### src/rtl/vga_timing_gen_pkg.sv
// -----------------------------------------------------------------------------
// vga_pkg
// Shared constants for the VGA timing generator: default 640x480 timing,
// sync polarity encodings, default shadow-channel geometry and a helper that
// sums the four segments of a line or frame into its total length.
// -----------------------------------------------------------------------------
package vga_pkg;

    // Default 640x480 @ 60 Hz timing (pixel units / line units)
    localparam int DEF_H_ACTIVE = 32'd640;
    localparam int DEF_H_FP     = 32'd16;
    localparam int DEF_H_SYNC   = 32'd96;
    localparam int DEF_H_BP     = 32'd48;
    localparam int DEF_V_ACTIVE = 32'd480;
    localparam int DEF_V_FP     = 32'd10;
    localparam int DEF_V_SYNC   = 32'd2;
    localparam int DEF_V_BP     = 32'd33;
    localparam int DEF_CLK_DIV  = 32'd2;
    localparam int DEF_COORD_W  = 32'd10;

    // Shadowed host channels (main value plus player scores)
    localparam int DEF_NUM_CH   = 32'd5;
    localparam int DEF_CH_W     = 32'd16;

    // Active level of hsync/vsync
    localparam logic SYNC_NEG = 1'b0;
    localparam logic SYNC_POS = 1'b1;

    // Total length of a line or frame: active + front porch + sync + back porch
    function automatic int calc_total(input int active, input int fp,
                                      input int sync, input int bp);
        return active + fp + sync + bp;
    endfunction

endpackage

### src/rtl/vga_timing_gen_if.sv
// -----------------------------------------------------------------------------
// vga_timing_gen_if
// Host write bus into the shadow-value staging registers.
//   wr_en   : write strobe
//   wr_ch   : channel index (indices >= NUM_CH are ignored by the slave)
//   wr_data : value to stage
// master = host side, slave = timing generator side.
// -----------------------------------------------------------------------------
interface vga_timing_gen_if
    import vga_pkg::*;
#(
    parameter int NUM_CH = DEF_NUM_CH,
    parameter int CH_W   = DEF_CH_W
);
    localparam int WCH_W = (NUM_CH > 32'd1) ? $clog2(NUM_CH) : 32'd1;

    logic             wr_en;
    logic [WCH_W-1:0] wr_ch;
    logic [CH_W-1:0]  wr_data;

    modport master (output wr_en, output wr_ch, output wr_data);
    modport slave  (input  wr_en, input  wr_ch, input  wr_data);
endinterface

### src/rtl/vga_shadow_regs.sv
// -----------------------------------------------------------------------------
// vga_shadow_regs
// Double buffer for NUM_CH host values. Host writes land in a staging bank;
// the whole bank is copied into the shadow bank on commit_tick (vblank start),
// so the display only ever sees values that are constant for a whole frame.
// Ports:
//   clk, rst     : clock, synchronous active-high reset
//   commit_tick  : single-clk strobe, copy stage -> shadow on this edge
//   wr_en/wr_ch/wr_data : staging write (wr_ch >= NUM_CH ignored)
//   ch_data      : shadow bank, channel k at [k*CH_W +: CH_W]
//   commit       : registered one-clk pulse, same clk as ch_data updates
//   pending      : staging written since the last commit
// -----------------------------------------------------------------------------
module vga_shadow_regs
    import vga_pkg::*;
#(
    parameter int NUM_CH = DEF_NUM_CH,
    parameter int CH_W   = DEF_CH_W,
    parameter int WCH_W  = 32'd3
) (
    input  logic                   clk,
    input  logic                   rst,
    input  logic                   commit_tick,
    input  logic                   wr_en,
    input  logic [WCH_W-1:0]       wr_ch,
    input  logic [CH_W-1:0]        wr_data,
    output logic [NUM_CH*CH_W-1:0] ch_data,
    output logic                   commit,
    output logic                   pending
);
    // One extra bit so NUM_CH itself is representable for the range check
    localparam int                 LIM_W    = WCH_W + 32'd1;
    localparam logic [LIM_W-1:0]   CH_LIMIT = LIM_W'(NUM_CH);

    logic [CH_W-1:0] stage_r  [NUM_CH];
    logic [CH_W-1:0] shadow_r [NUM_CH];
    logic            commit_r;
    logic            pending_r;
    logic            wr_hit_s;

    // Write decode: only in-range channel indices touch the staging bank
    always_comb begin
        if (wr_en && ({1'b0, wr_ch} < CH_LIMIT)) begin
            wr_hit_s = 1'b1;
        end else begin
            wr_hit_s = 1'b0;
        end
    end

    // Stage/shadow banks, commit pulse and pending flag. Shadow samples the
    // pre-write stage, so a write on the commit edge waits for the next frame.
    always_ff @(posedge clk) begin
        if (rst) begin
            for (int k = 0; k < NUM_CH; k++) begin
                stage_r[k]  <= {CH_W{1'b0}};
                shadow_r[k] <= {CH_W{1'b0}};
            end
            commit_r  <= 1'b0;
            pending_r <= 1'b0;
        end else begin
            if (commit_tick) begin
                for (int k = 0; k < NUM_CH; k++) begin
                    shadow_r[k] <= stage_r[k];
                end
                commit_r <= 1'b1;
            end else begin
                commit_r <= 1'b0;
            end

            if (wr_hit_s) begin
                stage_r[wr_ch] <= wr_data;
                pending_r      <= 1'b1;
            end else if (commit_tick) begin
                pending_r      <= 1'b0;
            end else begin
                pending_r      <= pending_r;
            end
        end
    end

    // Flatten the shadow bank onto the output bus (wiring only)
    always_comb begin
        ch_data = {(NUM_CH*CH_W){1'b0}};
        for (int k = 0; k < NUM_CH; k++) begin
            ch_data[k*CH_W +: CH_W] = shadow_r[k];
        end
    end

    assign commit  = commit_r;
    assign pending = pending_r;

endmodule

### src/rtl/vga_timing_gen.sv
// -----------------------------------------------------------------------------
// vga_timing_gen
// Parametrised VGA timing generator with frame-synchronous value shadowing.
// Ports:
//   clk, rst               : clock, synchronous active-high reset
//   wr_bus (slave)         : host write bus into the staging registers
//   pix_en                 : one-clk pulse every CLK_DIV clks (pixel clock)
//   hsync, vsync           : sync outputs, active level SYNC_POL
//   active                 : inside the visible area
//   hcount, vcount         : current pixel position
//   line_start/frame_start : one-clk pulses on entering h=0 / (0,0)
//   ch_data, commit, pending : shadowed values, commit pulse, staging dirty
// All outputs come straight from flops.
// -----------------------------------------------------------------------------
module vga_timing_gen
    import vga_pkg::*;
#(
    parameter int   H_ACTIVE = DEF_H_ACTIVE,
    parameter int   H_FP     = DEF_H_FP,
    parameter int   H_SYNC   = DEF_H_SYNC,
    parameter int   H_BP     = DEF_H_BP,
    parameter int   V_ACTIVE = DEF_V_ACTIVE,
    parameter int   V_FP     = DEF_V_FP,
    parameter int   V_SYNC   = DEF_V_SYNC,
    parameter int   V_BP     = DEF_V_BP,
    parameter int   CLK_DIV  = DEF_CLK_DIV,
    parameter logic SYNC_POL = SYNC_NEG,
    parameter int   COORD_W  = DEF_COORD_W,
    parameter int   NUM_CH   = DEF_NUM_CH,
    parameter int   CH_W     = DEF_CH_W
) (
    input  logic                   clk,
    input  logic                   rst,
    vga_timing_gen_if.slave        wr_bus,
    output logic                   pix_en,
    output logic                   hsync,
    output logic                   vsync,
    output logic                   active,
    output logic [COORD_W-1:0]     hcount,
    output logic [COORD_W-1:0]     vcount,
    output logic                   line_start,
    output logic                   frame_start,
    output logic [NUM_CH*CH_W-1:0] ch_data,
    output logic                   commit,
    output logic                   pending
);
    localparam int H_TOTAL = calc_total(H_ACTIVE, H_FP, H_SYNC, H_BP);
    localparam int V_TOTAL = calc_total(V_ACTIVE, V_FP, V_SYNC, V_BP);
    localparam int DIV_W   = (CLK_DIV > 32'd1) ? $clog2(CLK_DIV) : 32'd1;
    localparam int WCH_W   = (NUM_CH > 32'd1) ? $clog2(NUM_CH) : 32'd1;

    localparam logic [DIV_W-1:0]   DIV_LAST = DIV_W'(CLK_DIV - 32'd1);
    localparam logic [COORD_W-1:0] H_LAST   = COORD_W'(H_TOTAL - 32'd1);
    localparam logic [COORD_W-1:0] V_LAST   = COORD_W'(V_TOTAL - 32'd1);
    localparam logic [COORD_W-1:0] H_ACT    = COORD_W'(H_ACTIVE);
    localparam logic [COORD_W-1:0] V_ACT    = COORD_W'(V_ACTIVE);
    localparam logic [COORD_W-1:0] HS_BEG   = COORD_W'(H_ACTIVE + H_FP);
    localparam logic [COORD_W-1:0] HS_END   = COORD_W'(H_ACTIVE + H_FP + H_SYNC);
    localparam logic [COORD_W-1:0] VS_BEG   = COORD_W'(V_ACTIVE + V_FP);
    localparam logic [COORD_W-1:0] VS_END   = COORD_W'(V_ACTIVE + V_FP + V_SYNC);
    localparam logic [COORD_W-1:0] COORD_0  = {COORD_W{1'b0}};
    // Divider starts at 0, so with CLK_DIV == 1 pix_en is already high in reset
    localparam logic               PIX_EN_RST = (CLK_DIV == 32'd1);

    logic [DIV_W-1:0]   div_r, div_next_s;
    logic               pix_en_r;
    logic [COORD_W-1:0] h_r, v_r, h_next_s, v_next_s;
    logic               hsync_r, vsync_r, active_r;
    logic               line_start_r, frame_start_r;
    logic               commit_tick_s;

    // Divider next value: 0 .. CLK_DIV-1, wrapping
    always_comb begin
        if (div_r == DIV_LAST) begin
            div_next_s = {DIV_W{1'b0}};
        end else begin
            div_next_s = div_r + DIV_W'(1'b1);
        end
    end

    // Position the counters move to on the next pix_en edge
    always_comb begin
        if (h_r == H_LAST) begin
            h_next_s = COORD_0;
            if (v_r == V_LAST) begin
                v_next_s = COORD_0;
            end else begin
                v_next_s = v_r + COORD_W'(1'b1);
            end
        end else begin
            h_next_s = h_r + COORD_W'(1'b1);
            v_next_s = v_r;
        end
    end

    // Vblank start: the pix_en edge that lands on (0, V_ACTIVE)
    always_comb begin
        if (pix_en_r && (h_next_s == COORD_0) && (v_next_s == V_ACT)) begin
            commit_tick_s = 1'b1;
        end else begin
            commit_tick_s = 1'b0;
        end
    end

    // Divider, counters and decode. Decode uses the next position so the
    // registered flags always describe the hcount/vcount shown alongside them.
    always_ff @(posedge clk) begin
        if (rst) begin
            div_r         <= {DIV_W{1'b0}};
            pix_en_r      <= PIX_EN_RST;
            h_r           <= H_LAST;
            v_r           <= V_LAST;
            hsync_r       <= ~SYNC_POL;
            vsync_r       <= ~SYNC_POL;
            active_r      <= 1'b0;
            line_start_r  <= 1'b0;
            frame_start_r <= 1'b0;
        end else begin
            div_r    <= div_next_s;
            pix_en_r <= (div_next_s == DIV_LAST);
            if (pix_en_r) begin
                h_r           <= h_next_s;
                v_r           <= v_next_s;
                active_r      <= (h_next_s < H_ACT) && (v_next_s < V_ACT);
                hsync_r       <= ((h_next_s >= HS_BEG) && (h_next_s < HS_END)) ? SYNC_POL : ~SYNC_POL;
                vsync_r       <= ((v_next_s >= VS_BEG) && (v_next_s < VS_END)) ? SYNC_POL : ~SYNC_POL;
                line_start_r  <= (h_next_s == COORD_0);
                frame_start_r <= (h_next_s == COORD_0) && (v_next_s == COORD_0);
            end else begin
                line_start_r  <= 1'b0;
                frame_start_r <= 1'b0;
            end
        end
    end

    vga_shadow_regs #(
        .NUM_CH (NUM_CH),
        .CH_W   (CH_W),
        .WCH_W  (WCH_W)
    ) u_shadow (
        .clk         (clk),
        .rst         (rst),
        .commit_tick (commit_tick_s),
        .wr_en       (wr_bus.wr_en),
        .wr_ch       (wr_bus.wr_ch),
        .wr_data     (wr_bus.wr_data),
        .ch_data     (ch_data),
        .commit      (commit),
        .pending     (pending)
    );

    assign pix_en      = pix_en_r;
    assign hsync       = hsync_r;
    assign vsync       = vsync_r;
    assign active      = active_r;
    assign hcount      = h_r;
    assign vcount      = v_r;
    assign line_start  = line_start_r;
    assign frame_start = frame_start_r;

endmodule
### src/flat_wrapper.sv
// flat-port wrapper written by rule: the top's interface ports become plain ports
module vga_timing_gen_flat import vga_pkg::*;
#(
    parameter int   H_ACTIVE = DEF_H_ACTIVE,
    parameter int   H_FP     = DEF_H_FP,
    parameter int   H_SYNC   = DEF_H_SYNC,
    parameter int   H_BP     = DEF_H_BP,
    parameter int   V_ACTIVE = DEF_V_ACTIVE,
    parameter int   V_FP     = DEF_V_FP,
    parameter int   V_SYNC   = DEF_V_SYNC,
    parameter int   V_BP     = DEF_V_BP,
    parameter int   CLK_DIV  = DEF_CLK_DIV,
    parameter logic SYNC_POL = SYNC_NEG,
    parameter int   COORD_W  = DEF_COORD_W,
    parameter int   NUM_CH   = DEF_NUM_CH,
    parameter int   CH_W     = DEF_CH_W
)
  (clk, rst, pix_en, hsync, vsync, active, hcount, vcount, line_start, frame_start, ch_data, commit, pending, wr_bus_wr_en, wr_bus_wr_ch, wr_bus_wr_data);
  vga_timing_gen_if #(.NUM_CH(NUM_CH), .CH_W(CH_W)) wr_bus_i ();
  input  logic clk;
  input  logic rst;
  output logic pix_en;
  output logic hsync;
  output logic vsync;
  output logic active;
  output logic [COORD_W-1:0] hcount;
  output logic [COORD_W-1:0] vcount;
  output logic line_start;
  output logic frame_start;
  output logic [NUM_CH*CH_W-1:0] ch_data;
  output logic commit;
  output logic pending;
  input wire logic [$bits(wr_bus_i.wr_en)-1:0] wr_bus_wr_en;
  input wire logic [$bits(wr_bus_i.wr_ch)-1:0] wr_bus_wr_ch;
  input wire logic [$bits(wr_bus_i.wr_data)-1:0] wr_bus_wr_data;
  assign wr_bus_i.wr_en = wr_bus_wr_en;
  assign wr_bus_i.wr_ch = wr_bus_wr_ch;
  assign wr_bus_i.wr_data = wr_bus_wr_data;
  vga_timing_gen #(.H_ACTIVE(H_ACTIVE), .H_FP(H_FP), .H_SYNC(H_SYNC), .H_BP(H_BP), .V_ACTIVE(V_ACTIVE), .V_FP(V_FP), .V_SYNC(V_SYNC), .V_BP(V_BP), .CLK_DIV(CLK_DIV), .SYNC_POL(SYNC_POL), .COORD_W(COORD_W), .NUM_CH(NUM_CH), .CH_W(CH_W)) u_core (.clk(clk), .rst(rst), .wr_bus(wr_bus_i), .pix_en(pix_en), .hsync(hsync), .vsync(vsync), .active(active), .hcount(hcount), .vcount(vcount), .line_start(line_start), .frame_start(frame_start), .ch_data(ch_data), .commit(commit), .pending(pending));
endmodule
### config.mk
export PLATFORM = sky130hd
export DESIGN_NAME = vga_timing_gen_flat
export DESIGN_NICKNAME = d
export VERILOG_FILES = /design/src/rtl/vga_timing_gen_pkg.sv /design/src/rtl/vga_timing_gen_if.sv /design/src/rtl/vga_shadow_regs.sv /design/src/rtl/vga_timing_gen.sv /design/src/flat_wrapper.sv
export SDC_FILE = /design/constraint.sdc
export NUM_CORES = 1
export LEC_CHECK = 0
export ABC_AREA = 1
export BUFFER_PORTS_ARGS = -buffer_cell sky130_fd_sc_hd__buf_2
export CORE_AREA = 2 2 128 130
export DETAILED_ROUTE_END_ITERATION = 8
export DIE_AREA = 0 0 130 132
export PLACE_DENSITY = 0.75
export SETUP_SLACK_MARGIN = 0.4
export SLEW_MARGIN = 40
export SYNTH_ARGS = -nofsm -noshare
export SYNTH_HDL_FRONTEND = slang
export SYNTH_SLANG_ARGS = --single-unit
### constraint.sdc
create_clock -name clk -period 3.9 [get_ports clk]
set_clock_uncertainty 0.2 [all_clocks]
set_input_delay 0.975 -clock clk [delete_from_list [all_inputs] [get_ports clk]]
set_output_delay 0.975 -clock clk [all_outputs]
set_load 0.005 [all_outputs]
# --- Yosys cells after proc, flatten, opt, wreduce, memory -nomap -nowiden ---
# Memories as Yosys holds them, arrays and structs flattened.
# Index checks and enable logic that the tools add are counted.
# W data, S select, Z words.
word_totals:
  reg_bits: 28
  mem_bits_rw: 160
  input_bits: 22
  out_inout_bits: 108
  n_memories: 2
mem_list:
  columns: ["name", "depth", "word_bits", "rd", "rd_clocked_by_memory_dff", "wr", "line", "rtl"]
  rows:
  - ["u_core.u_shadow.shadow_r", 5, 16, 5, 0, 5, "vga_shadow_regs.sv:36", "logic [CH_W-1:0] shadow_r [NUM_CH];"]
  - ["u_core.u_shadow.stage_r", 5, 16, 5, 0, 5, "vga_shadow_regs.sv:35", "logic [CH_W-1:0] stage_r [NUM_CH];"]
op_classes:
  add_sub_neg: 3
  order_cmp: 7
  eq_ne: 3
  muxes: 25
  bitwise: 6
  n_reduce_logical: 13
op_table:
  columns: ["operator", "n"]
  rows:
  - ["$mux W16", 6]
  - ["$mux W10", 3]
  - ["$add A10 B1 Y10 const B", 2]
  - ["$eq A10 B10 Y1 const B", 2]
  - ["$logic_not A10 Y1", 2]
  - ["$lt A10 B10 Y1 const B", 2]
  - ["$lt A10 B9 Y1 const B", 2]
  - ["$reduce_or A16 Y1", 1]
  - ["$mux W1", 15]
  - ["$eq A10 B9 Y1 const B", 1]
  - ["$ge A10 B10 Y1 const B", 1]
  - ["$ge A10 B9 Y1 const B", 1]
  - ["$logic_and A1 B1 Y1", 7]
  - ["$or A1 B1 Y1", 5]
  - ["$reduce_or A2 Y1", 2]
  - ["$lt A3 B3 Y1 const B", 1]
  - ["$mux W3", 1]
  - ["$reduce_bool A2 Y1", 1]
  - ["$add A1 B1 Y1 const B", 1]
  - ["$not A1 Y1", 1]

# --- Logic depth before layout (Yosys ltp) ---
depth:
  word_depth: 10
  ltp_mapped: 15
  depth_no_buf: 15

# --- Modules after synthesis ---
# A second synthesis with hierarchy kept.
hier_totals:
  cells_unflattened: 716
  hier_area_um2: 7683.6
modules_own_cells:
  columns: ["mod", "n_inst", "cells_each", "area_per_inst_um2", "seq_area_each_um2"]
  rows:
  - ["vga_shadow_regs", 1, 457, 6043.3, 4844.6]
  - ["vga_timing_gen", 1, 259, 1640.3, 520.5]

# --- Worst setup path after synthesis ---
# No wires, ideal clock.
synth_timing:
  path_type: "reg2reg"
  from: "register u_core.h_r[0], in the netlist u_core.hcount[0]"
  to: "memory u_core.u_shadow.shadow_r[0][0] (netlist name) (enable)"
  setup_time_ns: 0.441
  arrival_ns: 3.366
  path_slack_ns: -0.107
  stages_incl_launch_ff: 11
  n_path_buf: 1
  path_cell_list: "dfxtp_1 -> ha_1 -> nand4_2 -> nor2_4 -> buf_6 -> nand2_1 -> nand2_2 -> nand3_1 -> nor2_2 -> nand3_1 -> nand2_1"
synth_rtl:
  columns: ["element", "line", "rtl"]
  rows:
  - ["start, declared", "vga_timing_gen.sv:67", "logic [COORD_W-1:0] h_r, v_r, h_next_s, v_next_s;"]
  - ["start signal, assigned", "vga_timing_gen.sv:122", "h_r <= h_next_s;"]
  - ["end, declared", "vga_shadow_regs.sv:36", null]

==> flow_summary.ini <==
[setup_path]
path_common_cell = nand3_1
crit_type = register to register
cp-start-kind = register
cp.arrival_ps = 3240
path_buf_inv = 1
worstSetupPathDepth = 10
path_cells = ha_1 > nand4_2 > nor2_4 > nor2_1 > a21oi_2 > nand3_1 > nor2_2 > nand3_1 > nand2_4 > buf_4
critPathTopFamily = simple AND/OR/NAND/NOR gates
slowest_delay_ps = 420
required_ps = 3820
reg2reg_depth = 10
endpoint_kind = register
cp_slowest_cell = dfxtp_1
cp_max_fo = 30

[clocking]
cts_tree = built
cts_root_buf = clkbuf_16
clk_latency_ps = 430
ctsHtreeMaxLevel = 4
cts_buffers = 17
cts_buffer_depth = 2
cts.sinks = 188
path_clk_slew_ps = 70
cts_resized = 0

[yosys]
synth_most_common_cell = edfxtp_1
syn_area_sq_um = 7920
synth_flop_cell = edfxtp_1
synth_edf_count = 160
yosysSeqAreaShare_pct = 67.8
synth_nets = 752
yosysUniqueCellTypes = 34
synth.avg_cell_area_sq_um = 10.9
synthTopCellsByCount = edfxtp_1 (160), inv_1 (140), nor2_1 (118)
synthCells = 726
synth_area_leader_cell = edfxtp_1
synth_area_leaders = edfxtp_1 (61%), dfxtp_1 (7.1%), inv_1 (6.6%)
synth-seq-cells = 188
yosys.area.top_type_share_pct = 60.7
synthArstFlopShare_pct = 0
yosysWarnings = 0

[job]
drv_cap = 0

[placed_design]
dp_slack_ps = 621
routabilityCongestion = 0.943
hpwl_mm = 11.4
io_buffer_count = 129

[final_layout]
fillers = 1239
drive_above_1_share_pct = 30.2
fin_nets = 894
area_growth_pct = 19.0

[routing]
drc = 0
wl_per_cell_um = 15.6
drt_iter0_markers = 517
drt-total-wl_mm = 17.1
first_pass_iters = 5
vias = 5300
viasPerCell = 4.83
ant_nets = 0

[floorplanning]
die_w_um = 130
die-area_sq_um = 17200
row_count = 46
coreArea_sq_um = 15700
io_pins = 130
initial_utilization_pct = 50.4
die_y_um = 132

[global_routing]
grt_max_degree = 38
grt_pass1_wl_mm = 26.2
overflow = 0
grtUsageTotal_pct = 20.4
grt_pass1_vias = 4989
grt_antenna_before_repair = 1

[sta]
fin_ws_ps = 580
tns_ps = 0
fmax_ghz = 0.301
min_period_over_period_pct = 85.1
period_minus_slack_ps = 3320
slew_violations = 0
setup-violations-final = 0
tightest_slew_ps = 698
rsz0062_at_grt = yes
finalHoldViolCount = 0
max_slew_margin_pct = 53.3

[power_and_ir_drop]
vdd_drop_max_mv = 0.294
power.density_nw_per_um2 = 485
p_leak_nw = 4.26

[hold_path]
hp-class = register to register
hold-path-cell-count = 2

[outcome]
status = complete, no violations
==> report_power, final <==
group,switching [W],internal [W],total [W]
Combinational,0.000332,0.000154,0.000485
Clock,0.000730,0.00101,0.00174
Sequential,0.0000565,0.00228,0.00234
Total,0.00112,0.00345,0.00457
==> logic make-up (layout without fill, tap and decap cells) <==
kind of cell | after synthesis | after routing | share of synthesized area, %
AND/OR/NAND/NOR | 331 | 332 | 19.7
flip-flops | 188 | 188 | 67.8
buffers and inverters | 162 | 316 | 8.65
AO/OA/AOI/OAI | 39 | 39 | 3.02
adder cells (fa/ha/maj) | 4 | 4 | 0.632
XOR/XNOR | 2 | 2 | 0.221
other | 0 | 1 | 0
==> final timing paths <==
| check | from | end | slack [ps] |
|---|---|---|---|
| setup / recovery | u_core.hcount[0]$_SDFFE_PP1P_ | u_core.u_shadow.shadow_r[0][39]$_SDFFCE_PN0P_ | 580 |
| hold / removal | u_core.active$_SDFFE_PP0P_ | u_core.active$_SDFFE_PP0P_ | 280 |
| setup reg to reg | u_core.hcount[0]$_SDFFE_PP1P_ | u_core.u_shadow.shadow_r[0][39]$_SDFFCE_PN0P_ | 580 |
| hold reg to reg | u_core.active$_SDFFE_PP0P_ | u_core.active$_SDFFE_PP0P_ | 280 |
==> flip-flops by register name, summed over array words and instances (netlist names) <==
signal / cells
u_core.u_shadow.shadow_r: 80
u_core.u_shadow.stage_r: 80
u_core.hcount: 10
u_core.vcount: 10
u_core.active: 1
u_core.div_r: 1
u_core.frame_start: 1
u_core.hsync: 1
u_core.line_start: 1
u_core.u_shadow.commit: 1
u_core.u_shadow.pending: 1
u_core.vsync: 1
==> timing repair <==
action / 4_1_cts / 5_1_grt
setup endpoints to repair: 0 / 56
buffers inserted: 0 / 1
hold buffers: 0 / 0
==> placed cells by master, fill, tap and decap left out, types with 5 or more instances in the layout <==
master and instances:
a22oi_1 5, buf_2 129, buf_4 10, clkbuf_16 17
dfxtp_1 28, edfxtp_1 160, inv_1 140, nand2_1 86
nand3_1 24, nand4_1 7, nor2_1 118, nor2_2 83
o21ai_0 17, o22ai_1 5
==> area by class of cell <==
type	count	area [sq um]	share of cell area (%)
multi-input combinational	377	1890	20.0
clock buffer	19	433	4.60
tap	216	270	2.87
timing repair buffer	141	761	8.08
clock inverter	13	165	1.75
inverter	143	537	5.70
sequential	188	5370	57.0
antenna	1	2.50	0.0266
==> routing by layer <==
layer | vias up | track usage [%] | part of all wire [%]
li1 | 2594 | - | -
met1 | 2454 | 25.0 | 39
met2 | 223 | 34.9 | 51
met3 | 29 | 4.79 | 6.9
met4 | 0 | 7.95 | 2.6
met5 | - | 0 | 0
==> through the flow <==
stage,cell area (sq um),std cells,utilization [%],hold WS [ps],total power [W]
6_report,9420,1098,60.0,278,0.00457
5_1_grt,9420,1098,60.0,307,0.00474
4_1_cts,9400,1095,59.8,279,0.00458
3_5_place_dp,8800,1063,56.0,260,0.00286
3_3_place_gp,8800,1063,56.0,261,0.00286
2_1_floorplan,7920,726,-,252,0.00270
==> tightest hold or removal path: stages (launching register included) <==
cell     delay [ps]
dfxtp_1         340
nand2_1          50
o21ai_0          50
No activity file was read; power rests on OpenSTA's default activity.
